$ cat config.mk
export PLATFORM = sky130hd
export DESIGN_NAME = uart_stream_rx
export DESIGN_NICKNAME = d
export VERILOG_FILES = /design/src/rtl/uart_stream_rx.sv
export SDC_FILE = /design/constraint.sdc
export NUM_CORES = 1
export LEC_CHECK = 0
export ABC_AREA = 0
export BUFFER_PORTS_ARGS = -buffer_cell sky130_fd_sc_hd__buf_2
export CORE_UTILIZATION = 58
export CTS_BUF_LIST = sky130_fd_sc_hd__clkbuf_8
export CTS_CLUSTER_SIZE = 24
export DETAILED_ROUTE_END_ITERATION = 8
export PLACE_DENSITY_LB_ADDON = 0.15
export SLEW_MARGIN = 5
export SYNTH_ARGS = -nofsm -noshare
export SYNTH_HDL_FRONTEND = slang
export SYNTH_SLANG_ARGS = --single-unit
$ cat constraint.sdc
create_clock -name i_clk -period 2.9 [get_ports i_clk]
set_input_delay 0.58 -clock i_clk [delete_from_list [all_inputs] [get_ports i_clk]]
set_output_delay 0.58 -clock i_clk [all_outputs]
set_load 0.02 [all_outputs]
$ cat src/rtl/uart_stream_rx.sv
// 8N1 UART receiver feeding a small FIFO that is drained through a valid/ready byte stream.
// o_tlast flags LAST_CHAR bytes, and line errors or dropped bytes are reported as one-cycle pulses.
module uart_stream_rx #(
    parameter int         CLKS_PER_BIT = 278,
    parameter int         FIFO_DEPTH   = 16,
    parameter logic [7:0] LAST_CHAR    = 8'h0A
) (
    input  logic       i_clk,
    input  logic       i_rst_n,
    input  logic       i_uart_rx,
    output logic [7:0] o_tdata,
    output logic       o_tlast,
    output logic       o_tvalid,
    input  logic       i_tready,
    output logic       o_frame_err,
    output logic       o_overflow
);

    localparam int CNT_W = $clog2(CLKS_PER_BIT);
    localparam int PTR_W = $clog2(FIFO_DEPTH);
    localparam logic [CNT_W-1:0] HALF_LOAD = CNT_W'(CLKS_PER_BIT / 2 - 1);
    localparam logic [CNT_W-1:0] BIT_LOAD  = CNT_W'(CLKS_PER_BIT - 1);

    typedef enum logic [2:0] {IDLE, START, DATA, STOP, WAIT_HIGH} state_t;

    logic             rx_meta;
    logic             rx_s;
    state_t           state;
    state_t           state_next;
    logic [CNT_W-1:0] cnt;
    logic [CNT_W-1:0] cnt_next;
    logic [2:0]       idx;
    logic [2:0]       idx_next;
    logic [7:0]       shift;
    logic [7:0]       shift_next;
    logic             push;
    logic             frame_err_next;

    // NOTE: sequential state always uses <= so every flop samples pre-edge values.
    always_ff @(posedge i_clk) begin
        if (!i_rst_n) begin
            rx_meta <= 1'b1;
            rx_s    <= 1'b1;
        end else begin
            rx_meta <= i_uart_rx;
            rx_s    <= rx_meta;
        end
    end

    always_ff @(posedge i_clk) begin
        if (!i_rst_n) begin
            state       <= IDLE;
            cnt         <= '0;
            idx         <= '0;
            shift       <= '0;
            o_frame_err <= 1'b0;
        end else begin
            state       <= state_next;
            cnt         <= cnt_next;
            idx         <= idx_next;
            shift       <= shift_next;
            o_frame_err <= frame_err_next;
        end
    end

    // NOTE: every output of this block gets a default first, so no path can infer a latch.
    always_comb begin
        state_next     = state;
        cnt_next       = cnt;
        idx_next       = idx;
        shift_next     = shift;
        push           = 1'b0;
        frame_err_next = 1'b0;
        case (state)
            IDLE: begin
                if (!rx_s) begin
                    state_next = START;
                    cnt_next   = HALF_LOAD;
                end
            end
            START: begin
                if (cnt != '0) begin
                    cnt_next = cnt - 1'b1;
                end else if (rx_s) begin
                    state_next = IDLE;
                end else begin
                    state_next = DATA;
                    cnt_next   = BIT_LOAD;
                    idx_next   = '0;
                end
            end
            DATA: begin
                if (cnt != '0) begin
                    cnt_next = cnt - 1'b1;
                end else begin
                    shift_next = {rx_s, shift[7:1]};
                    cnt_next   = BIT_LOAD;
                    // The 3-bit index wraps to 0 after bit 7.
                    idx_next   = idx + 3'd1;
                    if (idx == 3'd7) begin
                        state_next = STOP;
                    end
                end
            end
            STOP: begin
                if (cnt != '0) begin
                    cnt_next = cnt - 1'b1;
                end else if (rx_s) begin
                    push       = 1'b1;
                    state_next = IDLE;
                end else begin
                    frame_err_next = 1'b1;
                    state_next     = WAIT_HIGH;
                end
            end
            WAIT_HIGH: begin
                if (rx_s) begin
                    state_next = IDLE;
                end
            end
            default: state_next = IDLE;
        endcase
    end

    logic [8:0]     mem [FIFO_DEPTH];
    logic [PTR_W:0] wr_ptr;
    logic [PTR_W:0] rd_ptr;
    logic           empty;
    logic           full;
    logic           pop;
    logic           write;

    // The extra pointer MSB separates full from empty when the index bits match.
    assign empty = (wr_ptr == rd_ptr);
    assign full  = (wr_ptr[PTR_W] != rd_ptr[PTR_W]) &&
                   (wr_ptr[PTR_W-1:0] == rd_ptr[PTR_W-1:0]);
    assign pop   = !empty && i_tready;
    assign write = push && (!full || pop);

    // NOTE: the storage array is not reset; the pointers alone decide which entries are live.
    always_ff @(posedge i_clk) begin
        if (write) begin
            mem[wr_ptr[PTR_W-1:0]] <= {shift == LAST_CHAR, shift};
        end
    end

    always_ff @(posedge i_clk) begin
        if (!i_rst_n) begin
            wr_ptr     <= '0;
            rd_ptr     <= '0;
            o_overflow <= 1'b0;
        end else begin
            if (write) begin
                wr_ptr <= wr_ptr + 1'b1;
            end
            if (pop) begin
                rd_ptr <= rd_ptr + 1'b1;
            end
            o_overflow <= push && full && !pop;
        end
    end

    // Outputs are forced to zero when the FIFO is empty, so stale storage never reaches the stream.
    assign o_tvalid           = !empty;
    assign {o_tlast, o_tdata} = empty ? 9'd0 : mem[rd_ptr[PTR_W-1:0]];

endmodule

# [Word-level counts from Yosys, hierarchy flattened]
# Memories as Yosys holds them, arrays and structs flattened. A register that Yosys moved wholly into a read port is not among the register bits.
# Index checks and enable logic that the tools add are counted.
[classes] add_sub_neg=4 multipliers=0 div_mod_pow=0 order_cmp=0 eq_ne=18 n_shift=0 muxes=28 bitwise_logic=3 n_reduce_logical=18
[ops] cell="9-bit 2-to-1 mux" count=6
[ops] cell="9-bit case mux with 4 select lines" count=1
[ops] cell="3-bit 2-to-1 mux" count=10
[ops] cell="2-bit != test (second input constant)" count=8
[ops] cell="3-bit case mux with 5 select lines" count=1
[ops] cell="5-bit by 1-bit adder with 5-bit output (second input constant)" count=2
[ops] cell="9-bit nonzero test" count=1
[ops] cell="9-bit by 1-bit subtractor with 9-bit output (second input constant)" count=1
[ops] cell="8-bit by 4-bit equality test with 1-bit output (second input constant)" count=1
[ops] cell="4-bit 2-to-1 mux" count=2
[ops] cell="4-bit AND reduction" count=2
[ops] cell="3-bit by 2-bit equality test with 1-bit output (second input constant)" count=2
[ops] cell="3-bit equality test (second input constant)" count=2
[ops] cell="1-bit 2-to-1 mux" count=6
[ops] cell="3-bit case mux with 2 select lines" count=1
[ops] cell="6-bit AND reduction" count=1
[ops] cell="5-bit equality test" count=1
[ops] cell="1-bit logical AND" count=5
[ops] cell="4-bit equality test" count=1
[ops] cell="4-bit nonzero test" count=1
[ops] cell="3-bit by 1-bit adder with 3-bit output (second input constant)" count=1
[ops] cell="3-bit by 1-bit equality test with 1-bit output (second input constant)" count=1
[ops] cell="1-bit zero test" count=3
[ops] cell="3-bit zero test" count=1
[ops] cell="8 further kinds" count=10
[word_totals] ff_bits=37 latch_bits=0 ramBits=144 romBits=0 output_inout_bits=12 word_cells=82 n_memories=1
[memory_table] name="mem" words=16 width=9 read_ports=1 rd_clocked_by_memory_dff=1 write_ports=1 line_no="125" source="logic [8:0] mem [FIFO_DEPTH];"

# [Logic depth before layout (Yosys ltp)]
[logic_depth] ltp_word=7 depth_mapped=8 ltp_nobuf=7

# [Worst setup path after synthesis]
# Ideal clock, no wire load.
[synth_timing] kind="register to register" from="reg cnt[0]" to="mem mem[3][0] (enable)" arrival_time_ns=2.282 path_slack_ns=0.231 stages_incl_launch_ff=7 period_less_slack_ns=2.669 cell_sequence="dfxtp_1 inv_1 ha_1 or4b_1 nor4_4 o211ai_2 nor3_1"
[synth_between] elab_chain_cells=6
[synth_lines] element="from (decl)" line_no="30" source="logic [CNT_W-1:0] cnt;"
[synth_lines] element="from (signal assigned)" line_no="59" source="cnt <= cnt_next;"
[synth_lines] element="9-bit nonzero test" line_no="106" source="if (cnt != '0) begin"
[synth_lines] element="1-bit 2-to-1 mux" line_no="106"
[synth_lines] element="1-bit 2-to-1 mux" line_no="74" source="case (state)"
[synth_lines] element="1-bit logical AND" line_no="138" source="assign write = push && (!full || pop);"
[synth_lines] element="1-bit 2-to-1 mux" line_no="142" source="if (write) begin"
[synth_lines] element="1-bit 2-to-1 mux (not written as such)" line_no="143" source="mem[wr_ptr[PTR_W-1:0]] <= {shift == LAST_CHAR, shift};"
[synth_lines] element="to (decl)" line_no="125"
# Every way passes these cells.

==> out/qor.yml <==
layout:
  utilization: 0.6763
  syn2layout_area_growth_pct: 13.41
  mostFrequentLayoutCells: "edfxtp_1 (144), mux4_2 (45), dfxtp_1 (40)"
  nets: 508
  layout_commonest_cell: "edfxtp_1"
  layout-drive-gt1-share: 0.2579
  final_area_um2: 8569
  finalNonFillerCells: 680
  antenna-diode-count: 0
  nFillCells: 888
floorplanning:
  io_pins: 16
  die_w_um: 116.1
  num_rows: 41
  die_area_um2: 13490
  fp.coreArea_um2: 12670
  initial_core_util: 0.5963
  die_height_um: 116.1
place:
  pre_cts_slack_ns: 0.1947
  hpwl_um: 9732
  dpl_cell_area_um2: 7994
  place.gp.congestion: 0.8787
  post-place-cells: 640
  numPortBuffers: 15
power:
  power.density_nw_per_um2: 552.5
  p_total_mw: 4.735
  peakVddDrop_mv: 0.3167
  leakage_nw: 2.990
clock_network:
  htreeDepth: 4
  cts_buffers: 17
  clockBufferDepth: 2
  cts-root-buf: "clkbuf_8"
  clkLatencyLatePin_ns: 0.45
  path_clk_slew_ns: 0.08
  cts.sinks: 185
  cts_hold_buf: 0
  cts_tree: "built"
timing:
  tightest_slew_ns: 0.8145
  period_share: 1.037
  timing.final.ws_setup_ns: -0.1062
  fmax_mhz: 332.6
  rsz0062_at_grt: "true"
  finalHoldWorstSlack_ns: 0.3091
  tns_ns: -0.7910
  period_minus_slack_ns: 3.006
  hold_viol: 0
  slew_violations: 0
  setup_violations: 9
  finClkSkew_ns: 0.01112
  slew-limit-headroom: 0.4562
synth:
  synth_area_leader_cell: "edfxtp_1"
  synth_area_um2: 7556
  ys_dominant_reg_cell: "edfxtp_1"
  async_flop_share: 0
  synthCells: 450
  yosys.cell_types.count: 52
  yosysSeqAreaShare: 0.6809
  ys_ff_latch: 185
  avgSynthCellArea_um2: 16.79
  synth_fp_nets: 463
  synth_top_area_frac: 0.5723
  synth_edf_count: 144
  yosys_warnings: 0
  synth_area_leaders: "edfxtp_1 (57%), mux4_2 (13%), dfxtp_1 (11%)"
outcome:
  violations: "setup timing"
  status: "finished, violations left"
job:
  maxCapViolations: 0
worst_hold_path:
  hold_path_class: "primary input to flip-flop"
  hold_depth: 2
routing:
  avgViaCountPerCell: 6.032
  routed_wl_um: 15220
  drt_iter0_markers: 297
  drc: 0
  wire_per_inst_um: 22.38
  firstDrtPassIters: 4
  vias: 4102
  ant_nets: 0
global_route:
  groute.usage.overall: 0.2410
  grt_start_max_net_pins: 37
  overflow: 0
  grt_pass1_wl_um: 22510
  grt_antenna_before_repair: 0
  grt_pass1_vias: 3935
worst_setup_path:
  worst-setup-path-type: "flip-flop to output pin"
  crit_end: "o_tdata[5]"
  rrSetupSlack_ns: 0.17
  timing.rr.end: "mem[6][2]$_DFFE_PP_"
  cp_max_fo: 4
  critPathArrivalTime_ns: 2.43
  worstPathRequired_ns: 2.32
  timing.rr.start: "cnt[0]$_SDFFE_PN0P_"
  reg2reg_depth: 7
  start_kind: "flip-flop"
  worstSetupEndpointType: "output pin"
## cell families after synthesis
kind of cell,synth area share
adder cells (fa/ha/maj),0.01490
buffers and inverters,0.01573
flip-flops,0.6809
AND/OR/NAND/NOR,0.08528
XOR/XNOR,0.01507
AO/OA/AOI/OAI,0.03941
multiplexers,0.1487
## cell type report
type | instances | area [um^2] | share of cell area
sequential | 185 | 5149 | 0.6008
multi-input combinational | 237 | 2302 | 0.2687
timing repair buffer | 46 | 480.5 | 0.05607
clock buffer | 17 | 234.0 | 0.02730
tap | 172 | 215.2 | 0.02511
clock inverter | 15 | 158.9 | 0.01854
inverter | 8 | 30.03 | 0.003504
## how the worst min path moves through the flow
stage / start / to / slack (ns)
floorplan: rx_meta$_SDFF_PN1_ / rx_s$_SDFF_PN1_ / 0.39
global placement: rx_meta$_SDFF_PN1_ / rx_s$_SDFF_PN1_ / 0.40
detailed placement: rx_meta$_SDFF_PN1_ / rx_s$_SDFF_PN1_ / 0.40
CTS: i_uart_rx / rx_meta$_SDFF_PN1_ / 0.27
global route: i_uart_rx / rx_meta$_SDFF_PN1_ / 0.29
finish: i_uart_rx / rx_meta$_SDFF_PN1_ / 0.31
## worst max-delay path, stage by stage, from the launching register on
cell and delay, ns:
dfxtp_4 0.42, buf_12 0.13, clkbuf_16 0.14, mux4_2 0.53, mux4_2 0.47, nor2b_1 0.14, buf_2 0.15
## state kept, by name, summed over array words and instances, names as in the netlist, named ones only
register and count:
cnt 9, idx 3, mem 144, o_frame_err 1
o_overflow 1, rd_ptr 5, rx_meta 1, rx_s 1
shift 8, state 3, wr_ptr 5
## cells in the mapped netlist, drive strengths merged, types with 3 or more instances
master,n
a21oi,11
xnor2,5
mux2i,11
nand4,3
nor2,34
nand2,14
nor4,5
mux4,45
inv,7
clkbuf,12
buf,8
or4,3
nor3,7
nand3,5
xor2,8
nand2b,4
ha,9
o21ai,7
dfxtp,41
a211oi,4
nor2b,13
and3,15
o211ai,6
a31oi,3
edfxtp,144
## power breakdown
group	switching [mW]	internal (mW)	total, mW
clock	0.866	0.835	1.70
sequential	0.0174	2.83	2.84
combinational	0.119	0.0724	0.191
total	1.00	3.73	4.73
## routing by layer
layer	wire length, um	vias to the layer above	GRT usage
li1	-	1871	-
met1	6742	2090	0.3403
met2	7322	120	0.3683
met3	812	21	0.05034
met4	342	0	0.1051
met5	0	-	0
## what timing repair did
action	CTS	global route
pin swaps	0	0
buffers inserted	0	3
gates cloned	0	5
resized for setup	1	13
setup endpoints to repair	9	24
(Power assumes the default switching activity.)
